$ cat config.mk
export PLATFORM = sky130hd
export DESIGN_NAME = epochtv1_cpu_arb_flat
export DESIGN_NICKNAME = d
export VERILOG_FILES = /design/src/rtl/epochtv1_cpu_arb_pkg.sv /design/src/rtl/epochtv1_cpu_arb_if.sv /design/src/rtl/epochtv1_cpu_arb_strobe_cap.sv /design/src/rtl/epochtv1_cpu_arb.sv /design/src/flat_wrapper.sv
export SDC_FILE = /design/constraint.sdc
export NUM_CORES = 1
export LEC_CHECK = 0
export BUFFER_PORTS_ARGS = -buffer_cell sky130_fd_sc_hd__buf_2
export CAP_MARGIN = 20
export CORE_AREA = 2 2 84 86
export CTS_BUF_LIST = sky130_fd_sc_hd__clkbuf_2 sky130_fd_sc_hd__clkbuf_4 sky130_fd_sc_hd__clkbuf_8
export CTS_CLUSTER_SIZE = 20
export DETAILED_ROUTE_END_ITERATION = 8
export DIE_AREA = 0 0 86 88
export PLACE_DENSITY = 0.78
export SLEW_MARGIN = 20
export SYNTH_ARGS = -nofsm -noshare
export SYNTH_HDL_FRONTEND = slang
export SYNTH_SLANG_ARGS = --single-unit
$ cat constraint.sdc
create_clock -name CLK -period 2 [get_ports CLK]
set_input_delay 0.3 -clock CLK [delete_from_list [all_inputs] [get_ports CLK]]
set_output_delay 0.3 -clock CLK [all_outputs]
set_load 0.05 [all_outputs]
$ cat src/rtl/epochtv1_cpu_arb_pkg.sv
// epochtv1_cpu_arb_pkg: shared types for the Epoch TV-1 CPU/video-memory arbiter.
//   mem_sel_t   : memory target (VRAM A, VRAM B, BGM, OAM)
//   arb_state_t : arbiter FSM states
//   req_t       : one captured CPU access
//   decode_addr : maps a 13-bit CPU address onto target/word address
package epochtv1_cpu_arb_pkg;

   typedef enum logic [1:0] {
      SEL_VRAMA = 2'd0,
      SEL_VRAMB = 2'd1,
      SEL_BGM   = 2'd2,
      SEL_OAM   = 2'd3
   } mem_sel_t;

   typedef enum logic [1:0] {
      ST_IDLE,
      ST_PEND,
      ST_ISSUE,
      ST_RDWAIT
   } arb_state_t;

   localparam logic [3:0] BGM_PAGE      = 4'b1000;
   localparam logic [3:0] OAM_PAGE      = 4'b1001;
   localparam logic [7:0] UNMAPPED_DATA = 8'hFF;

   typedef struct packed {
      logic        we;
      mem_sel_t    sel;
      logic [11:0] a;
      logic [7:0]  d;
      logic        mapped;   // 0: accepted but never reaches a memory
      logic        valid;
   } req_t;

   localparam req_t REQ_NONE = '0;

   function automatic req_t decode_addr(input logic [12:0] addr,
                                        input logic        we,
                                        input logic [7:0]  d);
      req_t r;
      r        = REQ_NONE;
      r.we     = we;
      r.d      = d;
      r.valid  = 1'b1;
      r.mapped = 1'b1;
      if (!addr[12]) begin
         // VRAM A/B interleave on the address LSB
         r.sel = addr[0] ? SEL_VRAMB : SEL_VRAMA;
         r.a   = {1'b0, addr[11:1]};
      end else if (addr[12:9] == BGM_PAGE) begin
         r.sel = SEL_BGM;
         r.a   = {3'b000, addr[8:0]};
      end else if (addr[12:9] == OAM_PAGE) begin
         r.sel = SEL_OAM;
         r.a   = {3'b000, addr[8:0]};
      end else begin
         r.mapped = 1'b0;
      end
      return r;
   endfunction

endpackage

$ cat src/rtl/epochtv1_cpu_arb_if.sv
// epochtv1_cpu_arb_if: CPU bus, renderer handshake and memory port of the arbiter.
//   CPU    : A, DB_I, DB_O, DB_OE, RDB, WRB, CSB
//   Slots  : CE, REN_BUSY, REN_STALL
//   Memory : MEM_REQ, MEM_SEL, MEM_A, MEM_WE, MEM_D, MEM_Q
//   Debug  : DBG_OVF (sticky request-queue overflow)
// slave = arbiter side, master = system/bench side.
interface epochtv1_cpu_arb_if;
   logic        CE;
   logic [12:0] A;
   logic [7:0]  DB_I;
   logic [7:0]  DB_O;
   logic        DB_OE;
   logic        RDB;
   logic        WRB;
   logic        CSB;
   logic        REN_BUSY;
   logic        REN_STALL;
   logic        MEM_REQ;
   logic [1:0]  MEM_SEL;
   logic [11:0] MEM_A;
   logic        MEM_WE;
   logic [7:0]  MEM_D;
   logic [7:0]  MEM_Q;
   logic        DBG_OVF;

   modport slave (
      input  CE, A, DB_I, RDB, WRB, CSB, REN_BUSY, MEM_Q,
      output DB_O, DB_OE, REN_STALL, MEM_REQ, MEM_SEL, MEM_A, MEM_WE, MEM_D, DBG_OVF
   );

   modport master (
      output CE, A, DB_I, RDB, WRB, CSB, REN_BUSY, MEM_Q,
      input  DB_O, DB_OE, REN_STALL, MEM_REQ, MEM_SEL, MEM_A, MEM_WE, MEM_D, DBG_OVF
   );
endinterface

$ cat src/rtl/epochtv1_cpu_arb_strobe_cap.sv
// epochtv1_strobe_cap: CPU strobe edge detectors and the two-entry request queue.
//   clk, resb : clock, synchronous active-low reset
//   a, wdata  : CPU address / write data, sampled at capture
//   rdb, wrb, csb : CPU strobes (active low)
//   pop       : head entry consumed by the arbiter this cycle
//   cur       : head of queue (oldest pending access)
//   ovf       : sticky, a capture arrived with both entries full
module epochtv1_strobe_cap
   import epochtv1_cpu_arb_pkg::*;
(
   input  logic        clk,
   input  logic        resb,
   input  logic [12:0] a,
   input  logic [7:0]  wdata,
   input  logic        rdb,
   input  logic        wrb,
   input  logic        csb,
   input  logic        pop,
   output req_t        cur,
   output logic        ovf
);

   logic rdb_q;
   logic wrb_q;
   logic rd_cap;
   logic wr_cap;
   logic cap;
   req_t cap_req;
   req_t nxt;

   // Reads capture on RDB falling; writes are posted on WRB rising.
   assign rd_cap  = rdb_q & ~rdb & ~csb;
   assign wr_cap  = ~wrb_q & wrb & ~csb;
   assign cap     = rd_cap | wr_cap;
   assign cap_req = decode_addr(a, wr_cap, wdata);

   always_ff @(posedge clk) begin
      if (!resb) begin
         rdb_q <= 1'b1;
         wrb_q <= 1'b1;
         cur   <= REQ_NONE;
         nxt   <= REQ_NONE;
         ovf   <= 1'b0;
      end else begin
         rdb_q <= rdb;
         wrb_q <= wrb;
         if (pop) begin
            // A same-cycle capture lands behind whatever is still queued.
            if (nxt.valid) begin
               cur <= nxt;
               nxt <= cap ? cap_req : REQ_NONE;
            end else begin
               cur <= cap ? cap_req : REQ_NONE;
               nxt <= REQ_NONE;
            end
         end else if (cap) begin
            if (!cur.valid) begin
               cur <= cap_req;
            end else if (!nxt.valid) begin
               nxt <= cap_req;
            end else begin
               ovf <= 1'b1;
            end
         end
      end
   end

endmodule

$ cat src/rtl/epochtv1_cpu_arb.sv
// epochtv1_cpu_arb: shares the TV-1 video memories between CPU and renderer.
//   CLK  : system clock
//   RESB : synchronous active-low reset
//   bus  : CPU strobes/data, CE slot and renderer handshake, memory port
// Parameters: MAX_WAIT busy slots tolerated before stealing; STEAL_EN enables stealing.
module epochtv1_cpu_arb
   import epochtv1_cpu_arb_pkg::*;
#(
   parameter int unsigned MAX_WAIT = 2,
   parameter bit          STEAL_EN = 1'b1
) (
   input logic               CLK,
   input logic               RESB,
   epochtv1_cpu_arb_if.slave bus
);

   arb_state_t state;
   req_t       cur;
   logic       ovf;
   logic       pop;
   logic       steal;
   logic       slot_ok;
   logic [1:0] wait_cnt;

   epochtv1_strobe_cap u_cap (
      .clk   (CLK),
      .resb  (RESB),
      .a     (bus.A),
      .wdata (bus.DB_I),
      .rdb   (bus.RDB),
      .wrb   (bus.WRB),
      .csb   (bus.CSB),
      .pop   (pop),
      .cur   (cur),
      .ovf   (ovf)
   );

   assign steal   = STEAL_EN && (32'(wait_cnt) == MAX_WAIT);
   assign slot_ok = bus.CE && (!bus.REN_BUSY || steal);
   // Unmapped accesses leave the queue without waiting for a slot.
   assign pop     = (state == ST_PEND) && cur.valid && (!cur.mapped || slot_ok);

   assign bus.DB_OE   = ~bus.CSB & ~bus.RDB;
   assign bus.DBG_OVF = ovf;

   always_ff @(posedge CLK) begin
      if (!RESB) begin
         state         <= ST_IDLE;
         wait_cnt      <= '0;
         bus.DB_O      <= '0;
         bus.MEM_REQ   <= 1'b0;
         bus.MEM_WE    <= 1'b0;
         bus.REN_STALL <= 1'b0;
         bus.MEM_SEL   <= '0;
         bus.MEM_A     <= '0;
         bus.MEM_D     <= '0;
      end else begin
         bus.MEM_REQ   <= 1'b0;
         bus.REN_STALL <= 1'b0;
         case (state)
            ST_IDLE: begin
               if (cur.valid) state <= ST_PEND;
            end
            ST_PEND: begin
               if (!cur.mapped) begin
                  if (!cur.we) bus.DB_O <= UNMAPPED_DATA;
                  state <= ST_IDLE;
               end else if (slot_ok) begin
                  bus.MEM_REQ   <= 1'b1;
                  bus.REN_STALL <= bus.REN_BUSY;   // only busy when stealing
                  bus.MEM_WE    <= cur.we;
                  bus.MEM_SEL   <= cur.sel;
                  bus.MEM_A     <= cur.a;
                  bus.MEM_D     <= cur.d;
                  wait_cnt      <= '0;
                  state         <= ST_ISSUE;
               end else if (bus.CE && (wait_cnt != 2'b11)) begin
                  wait_cnt <= wait_cnt + 2'd1;
               end
            end
            ST_ISSUE: begin
               if (!bus.MEM_WE)    state <= ST_RDWAIT;
               else if (cur.valid) state <= ST_PEND;
               else                state <= ST_IDLE;
            end
            ST_RDWAIT: begin
               if (bus.CE) begin
                  bus.DB_O <= bus.MEM_Q;
                  state    <= cur.valid ? ST_PEND : ST_IDLE;
               end
            end
            default: state <= ST_IDLE;
         endcase
      end
   end

endmodule

$ cat src/flat_wrapper.sv
// flat-port wrapper written by rule: the top's interface ports become plain ports
module epochtv1_cpu_arb_flat import epochtv1_cpu_arb_pkg::*;
#(
   parameter int unsigned MAX_WAIT = 2,
   parameter bit          STEAL_EN = 1'b1
)
  (CLK, RESB, bus_CE, bus_A, bus_DB_I, bus_RDB, bus_WRB, bus_CSB, bus_REN_BUSY, bus_MEM_Q, bus_DB_O, bus_DB_OE, bus_REN_STALL, bus_MEM_REQ, bus_MEM_SEL, bus_MEM_A, bus_MEM_WE, bus_MEM_D, bus_DBG_OVF);
  epochtv1_cpu_arb_if bus_i ();
  input logic CLK;
  input logic RESB;
  input wire logic [$bits(bus_i.CE)-1:0] bus_CE;
  input wire logic [$bits(bus_i.A)-1:0] bus_A;
  input wire logic [$bits(bus_i.DB_I)-1:0] bus_DB_I;
  input wire logic [$bits(bus_i.RDB)-1:0] bus_RDB;
  input wire logic [$bits(bus_i.WRB)-1:0] bus_WRB;
  input wire logic [$bits(bus_i.CSB)-1:0] bus_CSB;
  input wire logic [$bits(bus_i.REN_BUSY)-1:0] bus_REN_BUSY;
  input wire logic [$bits(bus_i.MEM_Q)-1:0] bus_MEM_Q;
  output wire logic [$bits(bus_i.DB_O)-1:0] bus_DB_O;
  output wire logic [$bits(bus_i.DB_OE)-1:0] bus_DB_OE;
  output wire logic [$bits(bus_i.REN_STALL)-1:0] bus_REN_STALL;
  output wire logic [$bits(bus_i.MEM_REQ)-1:0] bus_MEM_REQ;
  output wire logic [$bits(bus_i.MEM_SEL)-1:0] bus_MEM_SEL;
  output wire logic [$bits(bus_i.MEM_A)-1:0] bus_MEM_A;
  output wire logic [$bits(bus_i.MEM_WE)-1:0] bus_MEM_WE;
  output wire logic [$bits(bus_i.MEM_D)-1:0] bus_MEM_D;
  output wire logic [$bits(bus_i.DBG_OVF)-1:0] bus_DBG_OVF;
  assign bus_i.CE = bus_CE;
  assign bus_i.A = bus_A;
  assign bus_i.DB_I = bus_DB_I;
  assign bus_i.RDB = bus_RDB;
  assign bus_i.WRB = bus_WRB;
  assign bus_i.CSB = bus_CSB;
  assign bus_i.REN_BUSY = bus_REN_BUSY;
  assign bus_i.MEM_Q = bus_MEM_Q;
  assign bus_DB_O = bus_i.DB_O;
  assign bus_DB_OE = bus_i.DB_OE;
  assign bus_REN_STALL = bus_i.REN_STALL;
  assign bus_MEM_REQ = bus_i.MEM_REQ;
  assign bus_MEM_SEL = bus_i.MEM_SEL;
  assign bus_MEM_A = bus_i.MEM_A;
  assign bus_MEM_WE = bus_i.MEM_WE;
  assign bus_MEM_D = bus_i.MEM_D;
  assign bus_DBG_OVF = bus_i.DBG_OVF;
  epochtv1_cpu_arb #(.MAX_WAIT(MAX_WAIT), .STEAL_EN(STEAL_EN)) u_core (.CLK(CLK), .RESB(RESB), .bus(bus_i));
endmodule
* Yosys cells after proc, flatten, opt, wreduce, memory -nomap -nowiden
Cells that the tools add are included.
** Storage, ports and cells
- Register bits after elaboration :: 90
- Bits of input ports :: 36
- Word-level logic and storage cells :: 103
** Operators by class
- Add/sub/neg operators :: 1
- Equality and inequality tests :: 14
- Muxes and demuxes :: 31
- Bitwise gates (word level) :: 10
- Reduce and logical (&&, ||, !) cells :: 23
** Operator list (number)
- $mux W25 :: 10
- $mux W14 :: 3
- $mux W8 :: 3
- $pmux W8 S2 :: 1
- $reduce_and A3 Y1 :: 5
- $mux W2 :: 7
- $reduce_and A4 Y1 :: 3
- $ne A2 B2 Y1 const B :: 5
- $eq A4 B4 Y1 const B :: 2
- $pmux W2 S4 :: 1
- $reduce_bool A2 Y1 :: 4
- $eq A2 B2 Y1 const B :: 3
- $mux W1 :: 6
- $and A1 B1 Y1 :: 5
- $logic_and A1 B1 Y1 :: 4
- $ne A2 B1 Y1 const B :: 2
- $not A1 Y1 :: 4
- $reduce_and A2 Y1 :: 2
- $ne A3 B2 Y1 const B :: 1
- $add A2 B1 Y2 const B :: 1
- $eq A2 B1 Y1 const B :: 1
- $logic_not A1 Y1 :: 2
- $logic_not A2 Y1 :: 1
- $logic_or A1 B1 Y1 :: 2
- $or A1 B1 Y1 :: 1

* Longest topological paths before layout
Gate-level depths: netlist (run 1).
- Depth in word-level cells :: 8
- Mapped depth :: 9
- Gate-level depth less buffers :: 7

* Hierarchy
Synthesis (run 1) repeated with hierarchy kept, for this count alone.
** Second synthesis, totals
- Cell total of the unflattened synthesis :: 421
- Area total of the unflattened synthesis :: 3927.5 um^2
** By module, submodules not included
- epochtv1_strobe_cap :: instances 1, cells each 262, area each 2446.1 um^2, seq. area each 1021.0 um^2
- epochtv1_cpu_arb :: instances 1, cells each 159, area each 1481.4 um^2, seq. area each 740.7 um^2

* Least setup slack after synthesis (run 1)
Ideal clock, no wire load.
- Path kind :: register -> register
- From :: reg u_core.wait_cnt[0]
- To :: reg u_core.u_cap.cur[2] (netlist name)
- Data arrival time :: 1.671 ns
- Required time :: 1.873 ns
- Setup slack :: 0.201 ns
- Stages on the path, launching flop included :: 9
- Period minus slack after synthesis :: 1.799 ns
- Cell sequence :: dfxtp_1 -> inv_1 -> ha_1 -> and3b_1 -> or4_1 -> buf_2 -> buf_6 -> mux2i_1 -> o2bb2ai_1
** Between the ends
- Cells in the longest elaborated chain, start to end :: 7
** RTL lines
- start, declared :: line epochtv1_cpu_arb.sv:23 : logic [1:0] wait_cnt;
- start signal, assigned :: line epochtv1_cpu_arb.sv:78 : wait_cnt <= wait_cnt + 2'd1;
- $eq A2 B2 Y1 * :: line epochtv1_cpu_arb.sv:38 : assign steal = STEAL_EN && (32'(wait_cnt) == MAX_WAIT);
- $logic_or A1 B1 Y1 * :: line epochtv1_cpu_arb.sv:39 : assign slot_ok = bus.CE && (!bus.REN_BUSY || steal);
- $logic_and A1 B1 Y1 * :: line epochtv1_cpu_arb.sv:39
- $logic_or A1 B1 Y1 * :: line epochtv1_cpu_arb.sv:41 : assign pop = (state == ST_PEND) && cur.valid && (!cur.mapped || slot_ok);
- $logic_and A1 B1 Y1 * :: line epochtv1_cpu_arb.sv:41
- $ne A2 B1 Y1 (no line) / $reduce_bool A2 Y1 (equally long branches)
- $reduce_and A2 Y1 (no line)
Mark *: on every way between the ends. The rest lies on a longest branch, timed or not.
A chain may end at the register's enable or synchronous reset.

* Final worst setup path (run 1)
- From :: reg u_core.wait_cnt[0]
- To :: reg u_core.u_cap.cur[22] (netlist name)
** Between the ends
- Cells in the longest elaborated chain, start to end :: 7
** RTL lines (line)
- $eq A2 B2 Y1 * :: epochtv1_cpu_arb.sv:38
- $logic_or A1 B1 Y1 * :: epochtv1_cpu_arb.sv:39
- $logic_and A1 B1 Y1 * :: epochtv1_cpu_arb.sv:39
- $logic_or A1 B1 Y1 * :: epochtv1_cpu_arb.sv:41
- $logic_and A1 B1 Y1 * :: epochtv1_cpu_arb.sv:41
- $ne A2 B1 Y1 (no line) / $reduce_bool A2 Y1 (equally long branches)
- $reduce_and A2 Y1 (no line)
Marks and branches as above.

==> run_results.csv, run 1 <==
group,metric,value,unit
synth,synth_flop_cell,"dfxtp_1",
cells_and_area,drive_above_1_share,0.256,
cts,cts_hold_buf,0,
synth,syn_inst,395,
cells_and_area,fillers,547,
sta,fin_hold_ws,0.147,ns
placed_design,numPortBuffers,69,
cells_and_area,final_common_cell,"dfxtp_1",
cells_and_area,fin_util,0.643,
cts,clock_path_buffers,2,
placed_design,dp_hpwl,5.70,mm
global_routing,grt_pass1_wl,13.5,mm
power,vdd_drop_max,0.000440,V
routing,via_count,3150,
power,power_density,826,nW/um^2
cts,clkTransAtPathRegs,0.08,ns
sta,hold_violations,0,
synth,yosysWarningCount,0,
sta,fmax,540,MHz
synth,async_flop_share,0,
critical_path,crit_type,"reg2reg",
sta,slew_headroom,0.632,
synth,netlist-cell-type-count,47,
floorplan,fp.dieW,86,um
sta,finalSetupViolations,0,
power,p_leak,1.75,nW
sta,slew_violations,0,
sta,post-route-period-util,0.926,
sta,tightest_slew,0.552,ns
cells_and_area,syn_to_final_growth,19.5,%
critical_path,crit_required,2.29,ns
sta,finalCriticalPeriod,1.85,ns
global_routing,grt_pass1_vias,2879,
routing,wirelength,8.27,mm
cts,clock_latency,0.37,ns
global_routing,overflow,0,
routing,vias_per_cell,5.74,
sta,finalClockSkew,0.0136,ns
critical_path,worstPathArrival,2.14,ns
global_routing,grt_use_met2,0.377,
critical_path,worst_setup_path_end_kind,"flop",
hold_path,hp-class,"in2reg",
status,outcome,"finished clean",
power,power,3.53,mW
placed_design,gp_congestion,0.906,
cells_and_area,fin_cells,549,
synth,synth_area_per_cell,9.05,um^2
placed_design,dp_cells,534,
sta,rsz0062_at_grt,"false",
global_routing,met3_usage,0.0368,
global_routing,grt_max_degree,25,
cts,cts_setup_buffers,0,
synth,ys_ff_latch,87,
sta,setup_tns,0,ns
critical_path,crit_fanout,11,
synth,synth_edf_count,0,
floorplan,row_count,30,
routing,postRouteAntennaNets,0,
cells_and_area,multiInputGateArea,1700,um^2
cts,cts_tree,"built",
cts,htree_levels,3,
global_routing,gr-max-usage-layer,"met2",
cts,cts_buffers,9,
cts,cts_resized,0,
global_routing,grtUsageTotal,0.226,
synth,netlist_area,3580,um^2
synth,synth_nets,433,
cts,clkSinkCount,87,
job,drv_cap,0,
routing,wl_per_cell,15.1,um
routing,drc,0,
floorplan,start_util,0.538,
synth,yosysSeqAreaShare,0.487,
routing,drtPass1Iterations,4,
global_routing,grtUsageMet1,0.291,
cts,clockRootBuffer,"clkbuf_8",
floorplan,ios,71,
cells_and_area,fin_nets,503,
floorplan,core,6640,um^2
global_routing,antenna_found_initial,0,
floorplan,fp.dieH,88,um
cells_and_area,antenna_cells,0,
critical_path,startpoint_type,"flop",
floorplan,dieArea,7570,um^2
cells_and_area,final-seq-area,1740,um^2
cells_and_area,layout_common_cells,"dfxtp_1, nand2_1, buf_2",
routing,drt_iter0_markers,209,
-- area by class of cell --
type	count	share of cell area
clock inverter	6	0.0214
clock buffer	9	0.0290
tap	80	0.0234
timing repair buffer	88	0.117
multi-input combinational	274	0.397
inverter	5	0.00439
sequential	87	0.407
-- synth_stat cells (2+ instances only) --
master / n / share of area
a2111oi_0: 3 / 0.0073
a2111oi_1: 6 / 0.017
a21oi_1: 31 / 0.043
a221oi_1: 2 / 0.0049
a22o_1: 12 / 0.029
a31oi_1: 12 / 0.021
and2_1: 3 / 0.0052
and3_1: 2 / 0.0035
buf_2: 5 / 0.0070
buf_4: 2 / 0.0042
buf_6: 2 / 0.0063
clkbuf_1: 19 / 0.020
dfxtp_1: 87 / 0.49
ha_1: 2 / 0.0070
inv_1: 5 / 0.0052
mux2i_1: 10 / 0.028
nand2_1: 73 / 0.077
nand2b_1: 5 / 0.0087
nand3_1: 5 / 0.0070
nor2_1: 17 / 0.018
nor2b_1: 17 / 0.030
nor3_1: 4 / 0.0056
o21ai_0: 5 / 0.0070
o21ai_1: 15 / 0.021
o221a_2: 8 / 0.025
o22ai_1: 4 / 0.0070
o2bb2ai_1: 11 / 0.027
o311a_1: 9 / 0.025
-- cells by family (layout without fill, tap and decap cells) --
group,count (synthesis),after routing,share of synthesized area
AND/OR/NAND/NOR,134,134,0.174
other,1,1,0.00105
buffers and inverters,34,108,0.0437
adder cells (fa/ha/maj),2,2,0.00700
multiplexers,10,10,0.0280
XOR/XNOR,1,1,0.00245
AO/OA/AOI/OAI,126,126,0.256
flip-flops,87,87,0.487
-- worst max-delay path: stages (launching register included) --
cell and delay (ns):
dfxtp_1 0.38, inv_1 0.06, ha_1 0.19, and3b_2 0.31, nor4_2 0.06, or2_4 0.33, nor2_1 0.10, buf_4 0.20
o2bb2ai_1 0.14
-- path summary, 6_finish.rpt --
| check | start | end | slack (ns) | cells after the start |
|---|---|---|---|---|
| setup / recovery | u_core.wait_cnt[0] | u_core.u_cap.cur[22] | 0.15 | 8 |
| hold / removal | bus_RDB | u_core.u_cap.rdb_q | 0.15 | 2 |
| hold reg to reg | u_core.u_cap.nxt[18] | u_core.u_cap.nxt[18] | 0.45 | 2 |
| setup reg to reg | u_core.wait_cnt[0] | u_core.u_cap.cur[22] | 0.15 | 8 |
-- sequential cells by signal (all words and copies together) (netlist names), 2 cells and up --
| name | cells |
|---|---|
| u_core.bus.DB_O | 8 |
| u_core.wait_cnt | 2 |
| u_core.u_cap.nxt | 24 |
| u_core.bus.MEM_D | 8 |
| u_core.bus.MEM_SEL | 2 |
| u_core.bus.MEM_A | 11 |
| u_core.state | 2 |
| u_core.u_cap.cur | 24 |
-- power breakdown --
part / internal (mW) / total [mW] / leakage [nW] / switching (mW)
logic: 0.137 / 0.367 / 0.932 / 0.230
clock network: 0.708 / 1.34 / 0.110 / 0.634
registers: 1.79 / 1.82 / 0.706 / 0.0332
-- layer usage --
layer	part of all wire	wire (um)
met5	0	0
met4	0.018	147
met3	0.072	593
met2	0.47	3880
met1	0.44	3650
-- per-stage QoR --
step | setup WS (ns) | cell area, um^2
2_1_floorplan | 0.201 | 3580
3_3_place_gp | 0.106 | 4030
3_5_place_dp | 0.0419 | 4030
4_1_cts | 0.00421 | 4240
5_1_grt | 0.00839 | 4270
6_report | 0.147 | 4270
No activity file was read; power rests on OpenSTA's default activity.
==> run 2: changes to the inputs <==
--- a/config.mk
+++ b/config.mk
@@ -9,6 +9,7 @@
 export CAP_MARGIN = 20
 export CORE_AREA = 2 2 84 86
 export CTS_BUF_LIST = sky130_fd_sc_hd__clkbuf_2 sky130_fd_sc_hd__clkbuf_4 sky130_fd_sc_hd__clkbuf_8
+export CTS_CLUSTER_DIAMETER = 100
 export CTS_CLUSTER_SIZE = 20
 export DETAILED_ROUTE_END_ITERATION = 8
 export DIE_AREA = 0 0 86 88
==> constraint.sdc (replaced) <==
create_clock -name CLK -period 2 [get_ports CLK]
set_input_delay 0.1 -clock CLK [delete_from_list [all_inputs] [get_ports CLK]]
set_output_delay 0.1 -clock CLK [all_outputs]
set_load 0.05 [all_outputs]
==> run_results.csv, run 2 (synthesis results as in run 1) <==
group,metric,value,unit
critical_path,crit_type,"reg2reg",
power,power,3.50,mW
cts,htree_levels,3,
cts,cts_setup_buffers,0,
hold_path,worstHoldEndpoint,"u_core.u_cap.rdb_q",
sta,slew_violations,0,
routing,met3_length,575,um
status,outcome,"finished clean",
cells_and_area,antenna_cells,0,
cts,cts_buffers,9,
routing,postRouteAntennaNets,0,
global_routing,antenna_found_initial,0,
floorplan,fp.dieW,86,um
sta,finalSetupViolations,0,
cells_and_area,largestRegisters,"u_core.u_cap.cur: 24 flops, u_core.u_cap.nxt: 24 flops, u_core.bus.MEM_A: 11 flops",
sta,post-route-period-util,0.958,
cells_and_area,drive_above_1_share,0.245,
sta,setup_ws,0.0839,ns
global_routing,overflow,0,
routing,vias_per_cell,5.75,
cells_and_area,fin_nets,523,
sta,slew_headroom,0.628,
routing,via_count,3275,
critical_path,crit_fanout,14,
sta,rsz0062_at_grt,"true",
cells_and_area,final_common_cell,"dfxtp_1",
sta,finalCriticalPeriod,1.92,ns
critical_path,worst_r2r_endpoint,"u_core.u_cap.cur[24]",
job,drv_cap,0,
cells_and_area,fin_cells,570,
global_routing,grtUsageTotal,0.230,
cts,clkSinkCount,87,
power,power_density,784,nW/um^2
placed_design,dp_slack,0.0661,ns
global_routing,grt_max_degree,27,
routing,wirelength,8.53,mm
placed_design,dp_cells,535,
critical_path,reg2reg_from,"u_core.wait_cnt[0]",
cts,clock_latency,0.36,ns
cells_and_area,syn_to_final_growth,24.8,%
sta,hold_violations,0,
cells_and_area,final-seq-area,1740,um^2
power,vdd_drop_max,0.000438,V
routing,wl_per_cell,15.0,um
global_routing,grt_pass1_vias,2896,
routing,drt_iter0_markers,230,
power,p_leak,1.82,nW
floorplan,dieArea,7570,um^2
floorplan,fp.dieH,88,um
critical_path,reg2regPathDepth,8,
cts,cts_tree,"built",
critical_path,startpoint_type,"flop",
global_routing,grt_pass1_wl,13.7,mm
routing,wl_met1,3.88,mm
floorplan,core,6640,um^2
sta,finalClockSkew,0.0133,ns
cells_and_area,multiInputGateArea,1690,um^2
cts,clkTransAtPathRegs,0.09,ns
critical_path,worst_setup_path_end_kind,"flop",
cts,clock_path_buffers,2,
critical_path,crit_required,2.29,ns
hold_path,hp-start,"RESB",
cells_and_area,fin_util,0.672,
sta,tightest_slew,0.558,ns
critical_path,worstPathArrival,2.21,ns
placed_design,dp_hpwl,5.67,mm
routing,drc,0,
sta,fmax,522,MHz
placed_design,numPortBuffers,69,
critical_path,rrSetupSlack,0.08,ns
sta,setup_tns,0,ns
hold_path,hold_depth,2,
floorplan,start_util,0.538,
floorplan,row_count,30,
placed_design,gp_congestion,0.876,
routing,met2_length,3.99,mm
routing,drtPass1Iterations,4,
cts,clockRootBuffer,"clkbuf_8",
hold_path,hp-class,"in2reg",
cells_and_area,fillers,517,
floorplan,ios,71,
cells_and_area,layout_common_cells,"dfxtp_1, nand2_1, buf_2",
routing,routed.top_layer,"met4",
[run 2: worst max-delay path: stages, from the launching register on]
cell and delay, ns:
dfxtp_1 0.34, inv_1 0.06, ha_1 0.17, and3b_2 0.26, or4_1 0.51, buf_6 0.19
o21ai_0 0.08, o21ai_1 0.10, a21oi_1 0.14
[run 2: worst max path at each step]
stage	slack (ns)	startpoint	cells past startpoint	to
floorplan	0.20	u_core.wait_cnt[0]	8	u_core.u_cap.cur[2]
global placement	0.11	u_core.wait_cnt[0]	8	u_core.u_cap.cur[23]
global route	-0.04	u_core.wait_cnt[0]	8	u_core.u_cap.cur[24]
finish	0.08	u_core.wait_cnt[0]	8	u_core.u_cap.cur[24]
CTS	0.002	u_core.wait_cnt[0]	7	u_core.u_cap.cur[13]
detailed placement	0.07	u_core.wait_cnt[0]	8	u_core.u_cap.cur[23]
[run 2: per-stage QoR]
step	hold WS [ns]	instance area [um^2]
5_1_grt	0.0757	4460
6_report	0.0686	4460
4_1_cts	0.0579	4450
3_3_place_gp	0.310	4050
3_5_place_dp	0.313	4050
2_1_floorplan	0.173	3580
[run 2: final cells by class]
cell class,instances,area share
sequential,87,0.390
timing repair buffer,108,0.157
clock buffer,10,0.0308
tap,80,0.0224
inverter,5,0.00421
multi-input combinational,274,0.379
clock inverter,6,0.0163
[run 2: power breakdown]
| group | total, mW | switching, mW | internal (mW) | leakage, nW |
|---|---|---|---|---|
| sequential | 1.82 | 0.0343 | 1.79 | 0.706 |
| combinational | 0.400 | 0.233 | 0.167 | 1.01 |
| clock | 1.28 | 0.649 | 0.627 | 0.104 |
| total | 3.50 | 0.916 | 2.58 | 1.82 |
[run 2: routing by layer]
| layer | GRT usage | vias to the layer above |
|---|---|---|
| met3 | 0.0405 | 9 |
| met4 | 0.0938 | 0 |
| met5 | 0 | - |
| li1 | - | 1607 |
| met2 | 0.376 | 104 |
| met1 | 0.302 | 1555 |
[run 2: timing repair]
action                     4_1_cts  5_1_grt
hold endpoints to repair        19        0
setup endpoints to repair        0       35
hold buffers                    19        0
resized for setup                0        6
==> run 3: changes to the inputs <==
==> constraint.sdc (replaced) <==
create_clock -name CLK -period 2.4 [get_ports CLK]
set_input_delay 0.12 -clock CLK [delete_from_list [all_inputs] [get_ports CLK]]
set_output_delay 0.12 -clock CLK [all_outputs]
set_load 0.05 [all_outputs]
==> run_results.csv, run 3 (synthesis results as in run 1) <==
group,metric,value,unit
power,p_leak,1.74,nW
power,p_sw_frac,0.267,
global_routing,grt_pass1_vias,2937,
cells_and_area,drive_above_1_share,0.230,
power,vdd_drop_max,0.000426,V
critical_path,reg2reg_from,"u_core.u_cap.cur[0]",
sta,finalCriticalPeriod,2.23,ns
sta,setup_tns,0,ns
sta,slew_headroom,0.536,
routing,drtPass1Iterations,5,
power,seqPwrFrac,0.524,
global_routing,antenna_found_initial,0,
sta,hold_violations,0,
routing,wl_per_cell,15.0,um
cells_and_area,layout_common_cells,"dfxtp_1, nand2_1, buf_2",
critical_path,worstPathArrival,2.46,ns
critical_path,worst_setup_path_end_kind,"flop",
sta,fmax,449,MHz
cells_and_area,antenna_cells,0,
hold_path,worstHoldEndpoint,"u_core.bus.DB_O[1]",
critical_path,startpoint_type,"flop",
global_routing,overflow,0,
critical_path,crit_fanout,14,
floorplan,fp.dieW,86,um
routing,postRouteAntennaNets,0,
power,p_int,2.13,mW
cells_and_area,syn_to_final_growth,19.9,%
routing,wirelength,8.29,mm
sta,tightest_slew,0.697,ns
critical_path,reg2regPathDepth,5,
cts,cts_resized,0,
routing,via_count,3199,
critical_path,worst_r2r_endpoint,"u_core.u_cap.cur[18]",
routing,met2_length,3.79,mm
floorplan,row_count,30,
cts,clkTransAtPathRegs,0.09,ns
global_routing,grt_pass1_wl,13.6,mm
cells_and_area,fillers,561,
hold_path,hold_depth,2,
critical_path,rrSetupSlack,0.17,ns
power,power_frac_comb,0.103,
critical_path,crit_required,2.63,ns
cts,cts_tree,"built",
sta,slew_violations,0,
placed_design,gp_congestion,0.875,
floorplan,core,6640,um^2
global_routing,grt_max_degree,25,
cells_and_area,largestRegisters,"u_core.u_cap.cur: 24 flops, u_core.u_cap.nxt: 24 flops, u_core.bus.MEM_A: 11 flops",
power,p_clk_frac,0.373,
sta,finalClockSkew,0.0143,ns
job,drv_cap,0,
placed_design,dp_hpwl,5.66,mm
critical_path,crit_type,"reg2reg",
hold_path,hp-class,"in2reg",
routing,met3_length,530,um
cts,cts_buffers,9,
placed_design,numPortBuffers,69,
routing,wl_met1,3.77,mm
cts,htree_levels,3,
floorplan,fp.dieH,88,um
sta,post-route-period-util,0.928,
cts,clock_latency,0.37,ns
power,power,2.91,mW
power,power_density,679,nW/um^2
floorplan,dieArea,7570,um^2
power,p_switching,776,uW
cts,clock_path_buffers,2,
cells_and_area,fin_nets,506,
routing,vias_per_cell,5.78,
routing,routed.top_layer,"met4",
routing,drc,0,
global_routing,grtUsageTotal,0.227,
floorplan,ios,71,
cells_and_area,final_common_cell,"dfxtp_1",
status,outcome,"finished clean",
hold_path,hp-start,"bus_MEM_Q[1]",
cts,clockRootBuffer,"clkbuf_8",
cts,clkSinkCount,87,
sta,rsz0062_at_grt,"false",
cts,cts_setup_buffers,0,
floorplan,start_util,0.538,
routing,drt_iter0_markers,270,
sta,finalSetupViolations,0,
cts,cts_hold_buf,10,
run 3: worst max path at each step:
| stage | slack, ns | depth (start not counted) | endpoint | from |
|---|---|---|---|---|
| finish | 0.17 | 5 | u_core.u_cap.cur[18] | u_core.u_cap.cur[0] |
| global route | 0.05 | 5 | u_core.u_cap.cur[10] | u_core.u_cap.cur[0] |
| CTS | 0.17 | 5 | u_core.u_cap.cur[18] | u_core.u_cap.cur[0] |
| detailed placement | 0.23 | 5 | u_core.u_cap.cur[18] | u_core.u_cap.cur[0] |
| global placement | 0.34 | 7 | u_core.u_cap.cur[24] | u_core.wait_cnt[0] |
| floorplan | 0.60 | 8 | u_core.u_cap.cur[2] | u_core.wait_cnt[0] |
run 3: power groups by stage:
stage	logic, mW	clock network, mW	registers, mW
after floorplan	0.173	0	1.57
after global placement	0.278	0	1.56
after detailed placement	0.285	0	1.56
after CTS	0.299	1.10	1.52
after global routing	0.329	1.15	1.53
final	0.300	1.09	1.52
run 3: metal layers:
layer / track usage / vias up
li1: - / 1571
met1: 0.300 / 1474
met2: 0.373 / 135
met3: 0.0283 / 19
met4: 0.102 / 0
met5: 0 / -
run 3: final cells by class:
class	instances	area, um^2	share of cell area
clock inverter	6	75.1	0.0175
timing repair buffer	91	536	0.125
inverter	5	18.8	0.00438
multi-input combinational	274	1680	0.391
sequential	87	1740	0.406
tap	80	100	0.0234
clock buffer	10	138	0.0321
run 3: metrics by stage:
stage | utilization | std cells | hold WS (ns) | worst slack (ns) | area (um^2)
6_report | 0.645 | 553 | 0.0122 | 0.173 | 4290
5_1_grt | 0.645 | 553 | 0.0100 | 0.0479 | 4290
4_1_cts | 0.645 | 553 | 0.000974 | 0.167 | 4290
3_5_place_dp | 0.598 | 527 | 0.336 | 0.230 | 3970
3_3_place_gp | 0.598 | 527 | 0.329 | 0.340 | 3970
2_1_floorplan | - | 395 | 0.193 | 0.601 | 3580
run 3: worst max-delay path, cell delays in order (launching register included):
cell and delay, ns:
dfxtp_1 0.54, inv_1 0.15, nor4_2 0.35, or2_1 0.50, nor2_1 0.09, a2111oi_1 0.46
